**src/rtl/serial_subtractor_16bit_if.sv**
```systemverilog
// Handshake and operand/result bundle for the digit-serial subtractor.
// The producer/consumer side uses master; the subtractor uses slave.
interface serial_subtractor_16bit_if #(
  parameter int unsigned WIDTH = 16
);
  logic             in_valid;
  logic             in_ready;
  logic [WIDTH-1:0] a;
  logic [WIDTH-1:0] b;
  logic             bin;
  logic             out_valid;
  logic             out_ready;
  logic [WIDTH-1:0] diff;
  logic             bout;
  logic             overflow;

  modport master (
    output in_valid, a, b, bin, out_ready,
    input  in_ready, out_valid, diff, bout, overflow
  );

  modport slave (
    input  in_valid, a, b, bin, out_ready,
    output in_ready, out_valid, diff, bout, overflow
  );
endinterface

```
**src/rtl/serial_subtractor_16bit.sv**
```systemverilog
// Digit-serial two's-complement subtractor: diff = a - b - bin, DIGIT bits per cycle from the LSB,
// with valid/ready handshakes on both the operand and the result side.
module serial_subtractor_16bit #(
  parameter int unsigned WIDTH = 16,
  parameter int unsigned DIGIT = 4
) (
  input logic                     clk,
  input logic                     rst,
  serial_subtractor_16bit_if.slave bus
);
  localparam int unsigned K    = WIDTH / DIGIT;
  localparam int unsigned CntW = (K > 1) ? $clog2(K) : 1;

  typedef enum logic [1:0] {StIdle, StRun, StDone} state_e;

  state_e           state_q;
  logic [CntW-1:0]  cnt_q;
  logic [WIDTH-1:0] a_q;
  logic [WIDTH-1:0] b_q;
  logic [WIDTH-1:0] diff_q;
  logic             borrow_q;
  logic             bout_q;
  logic             ovf_q;

  logic [DIGIT:0]   dig;
  logic             last;

  // Operands shift down each RUN cycle, so the active digit is always the low slice.
  always_comb begin
    dig = {1'b0, a_q[DIGIT-1:0]} - {1'b0, b_q[DIGIT-1:0]} - {{DIGIT{1'b0}}, borrow_q};
  end

  assign last = (cnt_q == CntW'(K - 1));

  always_ff @(posedge clk or posedge rst) begin
    if (rst) begin
      state_q  <= StIdle;
      cnt_q    <= '0;
      a_q      <= '0;
      b_q      <= '0;
      diff_q   <= '0;
      borrow_q <= 1'b0;
      bout_q   <= 1'b0;
      ovf_q    <= 1'b0;
    end else begin
      unique case (state_q)
        StIdle: begin
          if (bus.in_valid) begin
            a_q      <= bus.a;
            b_q      <= bus.b;
            borrow_q <= bus.bin;
            cnt_q    <= '0;
            state_q  <= StRun;
          end
        end
        StRun: begin
          a_q      <= a_q >> DIGIT;
          b_q      <= b_q >> DIGIT;
          diff_q   <= {dig[DIGIT-1:0], diff_q[WIDTH-1:DIGIT]};
          borrow_q <= dig[DIGIT];
          cnt_q    <= cnt_q + 1'b1;
          if (last) begin
            bout_q  <= dig[DIGIT];
            // On the last digit the low slice of a_q/b_q holds the original MSBs.
            ovf_q   <= (a_q[DIGIT-1] != b_q[DIGIT-1]) && (dig[DIGIT-1] != a_q[DIGIT-1]);
            state_q <= StDone;
          end
        end
        StDone: begin
          if (bus.out_ready) state_q <= StIdle;
        end
        default: state_q <= StIdle;
      endcase
    end
  end

  assign bus.in_ready  = (state_q == StIdle) && !rst;
  assign bus.out_valid = (state_q == StDone);
  assign bus.diff      = diff_q;
  assign bus.bout      = bout_q;
  assign bus.overflow  = ovf_q;
endmodule

```
**src/flat_wrapper.sv**
```systemverilog
// flat-port wrapper written by rule: the top's interface ports become plain ports
module serial_subtractor_16bit_flat 
#(
  parameter int unsigned WIDTH = 16,
  parameter int unsigned DIGIT = 4
)
  (clk, rst, bus_in_valid, bus_a, bus_b, bus_bin, bus_out_ready, bus_in_ready, bus_out_valid, bus_diff, bus_bout, bus_overflow);
  serial_subtractor_16bit_if #(.WIDTH(WIDTH)) bus_i ();
  input logic clk;
  input logic rst;
  input wire logic [$bits(bus_i.in_valid)-1:0] bus_in_valid;
  input wire logic [$bits(bus_i.a)-1:0] bus_a;
  input wire logic [$bits(bus_i.b)-1:0] bus_b;
  input wire logic [$bits(bus_i.bin)-1:0] bus_bin;
  input wire logic [$bits(bus_i.out_ready)-1:0] bus_out_ready;
  output wire logic [$bits(bus_i.in_ready)-1:0] bus_in_ready;
  output wire logic [$bits(bus_i.out_valid)-1:0] bus_out_valid;
  output wire logic [$bits(bus_i.diff)-1:0] bus_diff;
  output wire logic [$bits(bus_i.bout)-1:0] bus_bout;
  output wire logic [$bits(bus_i.overflow)-1:0] bus_overflow;
  assign bus_i.in_valid = bus_in_valid;
  assign bus_i.a = bus_a;
  assign bus_i.b = bus_b;
  assign bus_i.bin = bus_bin;
  assign bus_i.out_ready = bus_out_ready;
  assign bus_in_ready = bus_i.in_ready;
  assign bus_out_valid = bus_i.out_valid;
  assign bus_diff = bus_i.diff;
  assign bus_bout = bus_i.bout;
  assign bus_overflow = bus_i.overflow;
  serial_subtractor_16bit #(.WIDTH(WIDTH), .DIGIT(DIGIT)) u_core (.clk(clk), .rst(rst), .bus(bus_i));
endmodule
```
**config.mk**
```make
export PLATFORM = sky130hd
export DESIGN_NAME = serial_subtractor_16bit_flat
export DESIGN_NICKNAME = d
export VERILOG_FILES = /design/src/rtl/serial_subtractor_16bit_if.sv /design/src/rtl/serial_subtractor_16bit.sv /design/src/flat_wrapper.sv
export SDC_FILE = /design/constraint.sdc
export NUM_CORES = 1
export LEC_CHECK = 0
export BUFFER_PORTS_ARGS = -buffer_cell sky130_fd_sc_hd__clkbuf_2
export CORE_MARGIN = 2
export CORE_UTILIZATION = 60
export CTS_BUF_LIST = sky130_fd_sc_hd__clkbuf_2
export DETAILED_ROUTE_END_ITERATION = 12
export PLACE_DENSITY = 0.87
export RECOVER_POWER = 50
export SLEW_MARGIN = 20
export SYNTH_ARGS = -nofsm -noshare
export SYNTH_HDL_FRONTEND = slang
export SYNTH_SLANG_ARGS = --single-unit
```
**constraint.sdc**
```tcl
create_clock -name clk -period 4.2 [get_ports clk]
set_input_delay 0.21 -clock clk [delete_from_list [all_inputs] [get_ports clk]]
set_output_delay 0.21 -clock clk [all_outputs]
set_load 0.005 [all_outputs]
```
==> results.yml <==
drt:
  routed_via_density: 5.165
  post-route-drc-count: 0
  ant_nets: 0
  drt_wl_total_um: 4814
  drt-initial-drc-count: 125
  drtPass1Iterations: 4
  wl_per_cell_um: 13.05
  num_vias: 1906
floorplan:
  die_y_um: 70.30
  fp.dieW_um: 70.30
  rows: 24
  io_pins: 57
  initial_core_util_pct: 61.42
  core_region_area_um2: 4294
  dieArea_um2: 4942
clock_tree:
  path_clk_slew_ns: 0.26
  cts_root_buf: "clkbuf_2"
  cts_max_level: 2
  clk_latency_ns: 0.43
  post_cts_buffers: 0
  cts_made_buffers: 5
  clockBufferDepth: 2
  cts.sinks: 55
  cts_tree: "done"
  cts_resized: 0
sta:
  max-slew-margin-rel_pct: -58.24
  fin_skew_ns: 0.02733
  maxSlewViolCount: 56
  rsz0062_at_grt: "no"
  finalSetupViolations: 0
  worst_slew_pin_slew_ns: 2.361
  final_hold_viol_count: 0
  max_freq_ghz: 0.3797
  timing.final.crit_share_pct: 62.71
  finalCriticalPeriod_ns: 2.634
  setup_tns_ns: 0
power:
  power.density_nw_per_um2: 787.4
  clock_power_share_pct: 8.4
  p_leak_nw: 1.562
  p_sw_share_pct: 41.04
  combinationalPowerShare_pct: 52.1
  seq_power_share_pct: 39.4
  power_switching_mw: 0.9725
  ir_drop_uv: 336.0
  intPower_mw: 1.397
logic_synthesis:
  yosysWarnings: 0
  syn_nets: 306
  ys_seq_area_share_pct: 52.18
  synthTopCellsByArea: "dfrtp_1 52%, nand2_1 11%, mux2i_1 9.5%"
  avgSynthCellArea_um2: 10.14
  netlist_area_um2: 2638
  yosys.area.top_type: "dfrtp_1"
  synth_top_area_share_pct: 52.18
  synth.distinct_cells: 32
  syn_inst: 260
  synth-seq-cells: 55
worst_setup_path:
  path_buf_inv: 2
  crit_chain: "inv_1 -> fa_1 -> inv_1 -> ha_1 -> or2_2 -> fa_1 -> nand2b_1 -> a21oi_1 -> xnor2_1 -> o21ai_0"
  cp_slowest_cell: "fa_1"
  cpPeakStageDelay_ns: 0.55
  startpoint_type: "register"
  critPathKind: "register to register"
  cp.arrival_ns: 2.95
  required_ns: 4.52
  path_max_fanout: 2
  crit_family: "adder cells"
  crit_path_end_kind: "register"
placement:
  placed_cells: 353
  finalWeightedCongestion: 0.7765
  io_buffers: 56
  dpl.hpwl_um: 3317
cells_and_area:
  drive_gt1_share_pct: 21.45
  synthToLayoutAreaGrowth_pct: 14.09
  fin_nets: 362
  diodes: 0
  fin_cells: 369
global_routing:
  antenna_found_initial: 0
  grt_max_degree: 56
  grt_usage_pct: 21.59
  first_global_vias: 1909
  grt_pass1_wl_um: 8390
  grt.overflow.total: 0
hold_path:
  hold_class: "primary input to register"
job:
  maxCapViolations: 1
run_status:
  violations: "max-capacitance violations, max-slew violations"
  status: "finished with violations"
## state kept, by name, summed over array words and instances (netlist names)
| name | cells |
|---|---|
| u_core.bus.bout | 1 |
| u_core.state_q | 2 |
| u_core.a_q | 16 |
| u_core.bus.overflow | 1 |
| u_core.borrow_q | 1 |
| u_core.cnt_q | 2 |
| u_core.b_q | 16 |
| u_core.bus.diff | 16 |
## final cells by class
class / instances / area [um2]
multi-input combinational: 180 / 1116
timing repair buffer: 64 / 372.9
tap: 52 / 65.06
clock inverter: 1 / 5.005
inverter: 10 / 38.79
sequential: 55 / 1376
fill: 343 / 1285
clock buffer: 7 / 35.03
## layout by cell type (no fill, tap or decap), types with 3 or more instances in the layout
cell type	n
o21ai_1	11
clkbuf_2	59
dfrtp_1	55
mux2i_1	25
nand2_1	74
ha_1	7
clkbuf_1	4
nor2b_1	7
nand2b_1	4
dlygate4sd3_1	7
xnor2_1	3
inv_1	9
a22o_1	4
o21ai_0	21
a21oi_1	7
## per-layer routing
layer	wire, um	up-vias	share of wire (%)	GRT usage, %
met2	2344	47	49	35.74
met4	51	0	1.1	5.769
li1	-	968	-	-
met3	224	6	4.7	5.339
met1	2194	885	46	28.49
met5	0	-	0	0
## stage by stage
step           power [mW]  utilization, %  setup WS (ns)  hold slack, ns  area (um2)
2_1_floorplan       1.942               -          1.734          0.3499        2638
3_3_place_gp        2.095           66.96          1.632          0.4338        2875
3_5_place_dp        2.161           67.02          1.570          0.3607        2878
4_1_cts             2.372           69.35          1.549        0.004879        2978
5_1_grt             2.609           70.08          1.381        0.006923        3009
6_report            2.369           70.08          1.566         0.02946        3009
## cells by family (layout without fill, tap and decap cells)
kind of cell / after synthesis / count (layout) / share of synthesized area [%]
and+or+nand+nor: 93 / 93 / 15.09
xor gates and xnor gates: 4 / 4 / 1.850
adders and majority gates: 9 / 9 / 4.839
muxes: 26 / 26 / 9.915
buffers and inverters: 25 / 82 / 5.503
DFF: 55 / 55 / 52.18
AOI/OAI and AO/OA: 48 / 48 / 10.63
## power by group through the flow
stage               clock [mW]  sequential [mW]  combinational [mW]
floorplan                    0            0.904                1.04
global placement             0            0.939                1.16
detailed placement           0            0.948                1.21
global route             0.228            0.969                1.41
CTS                      0.209            0.935                1.23
finish                   0.200            0.935                1.23
## repair_timing
| action | CTS | global route |
|---|---|---|
| setup endpoints to repair | 0 | 0 |
| endpoints found under the hold margin | 60 | 1 |
| hold buffers | 6 | 1 |
## path summary, 6_finish.rpt
| check | start | end | slack (ns) | cells after the start |
|---|---|---|---|---|
| hold / removal | bus_b[1] | u_core.b_q[1] | 0.03 | 3 |
| max in group asynchronous | rst | u_core.bus.diff[11] | 2.22 | 3 |
| setup / recovery | u_core.borrow_q | u_core.borrow_q | 1.57 | 10 |
| setup reg to reg | u_core.borrow_q | u_core.borrow_q | 1.57 | 10 |
| min in group asynchronous | rst | u_core.b_q[12] | 0.92 | 3 |
| hold reg to reg | u_core.bus.diff[1] | u_core.bus.diff[1] | 0.51 | 2 |
## worst register-to-register path, delay by kind of cell, from the launching register on
kind | cells | cell delay, ns
and+or+nand+nor | 2 | 0.49
adders and majority gates | 3 | 1.09
xor gates and xnor gates | 1 | 0.15
AOI/OAI and AO/OA | 2 | 0.28
DFF | 1 | 0.41
buffers and inverters | 2 | 0.11
## cells in the mapped netlist
cell / count
buf_2: 4
o21ai_2: 1
clkbuf_1: 6
o31ai_1: 1
fa_1: 2
o21ai_1: 11
nor3b_1: 2
mux2i_1: 25
or2_2: 1
xnor2_1: 3
nand2_1: 74
ha_1: 7
a31oi_1: 1
nor2_1: 2
buf_8: 1
dfrtp_1: 55
or2b_1: 1
buf_6: 2
inv_1: 10
xnor3_1: 1
mux2_2: 1
nor3_1: 1
a22o_1: 4
buf_4: 1
o21bai_4: 1
a21oi_1: 7
buf_12: 1
and2b_4: 1
a21oi_2: 1
o21ai_0: 21
nand2b_1: 4
nor2b_1: 7
Power figures use the tool's default switching activity.
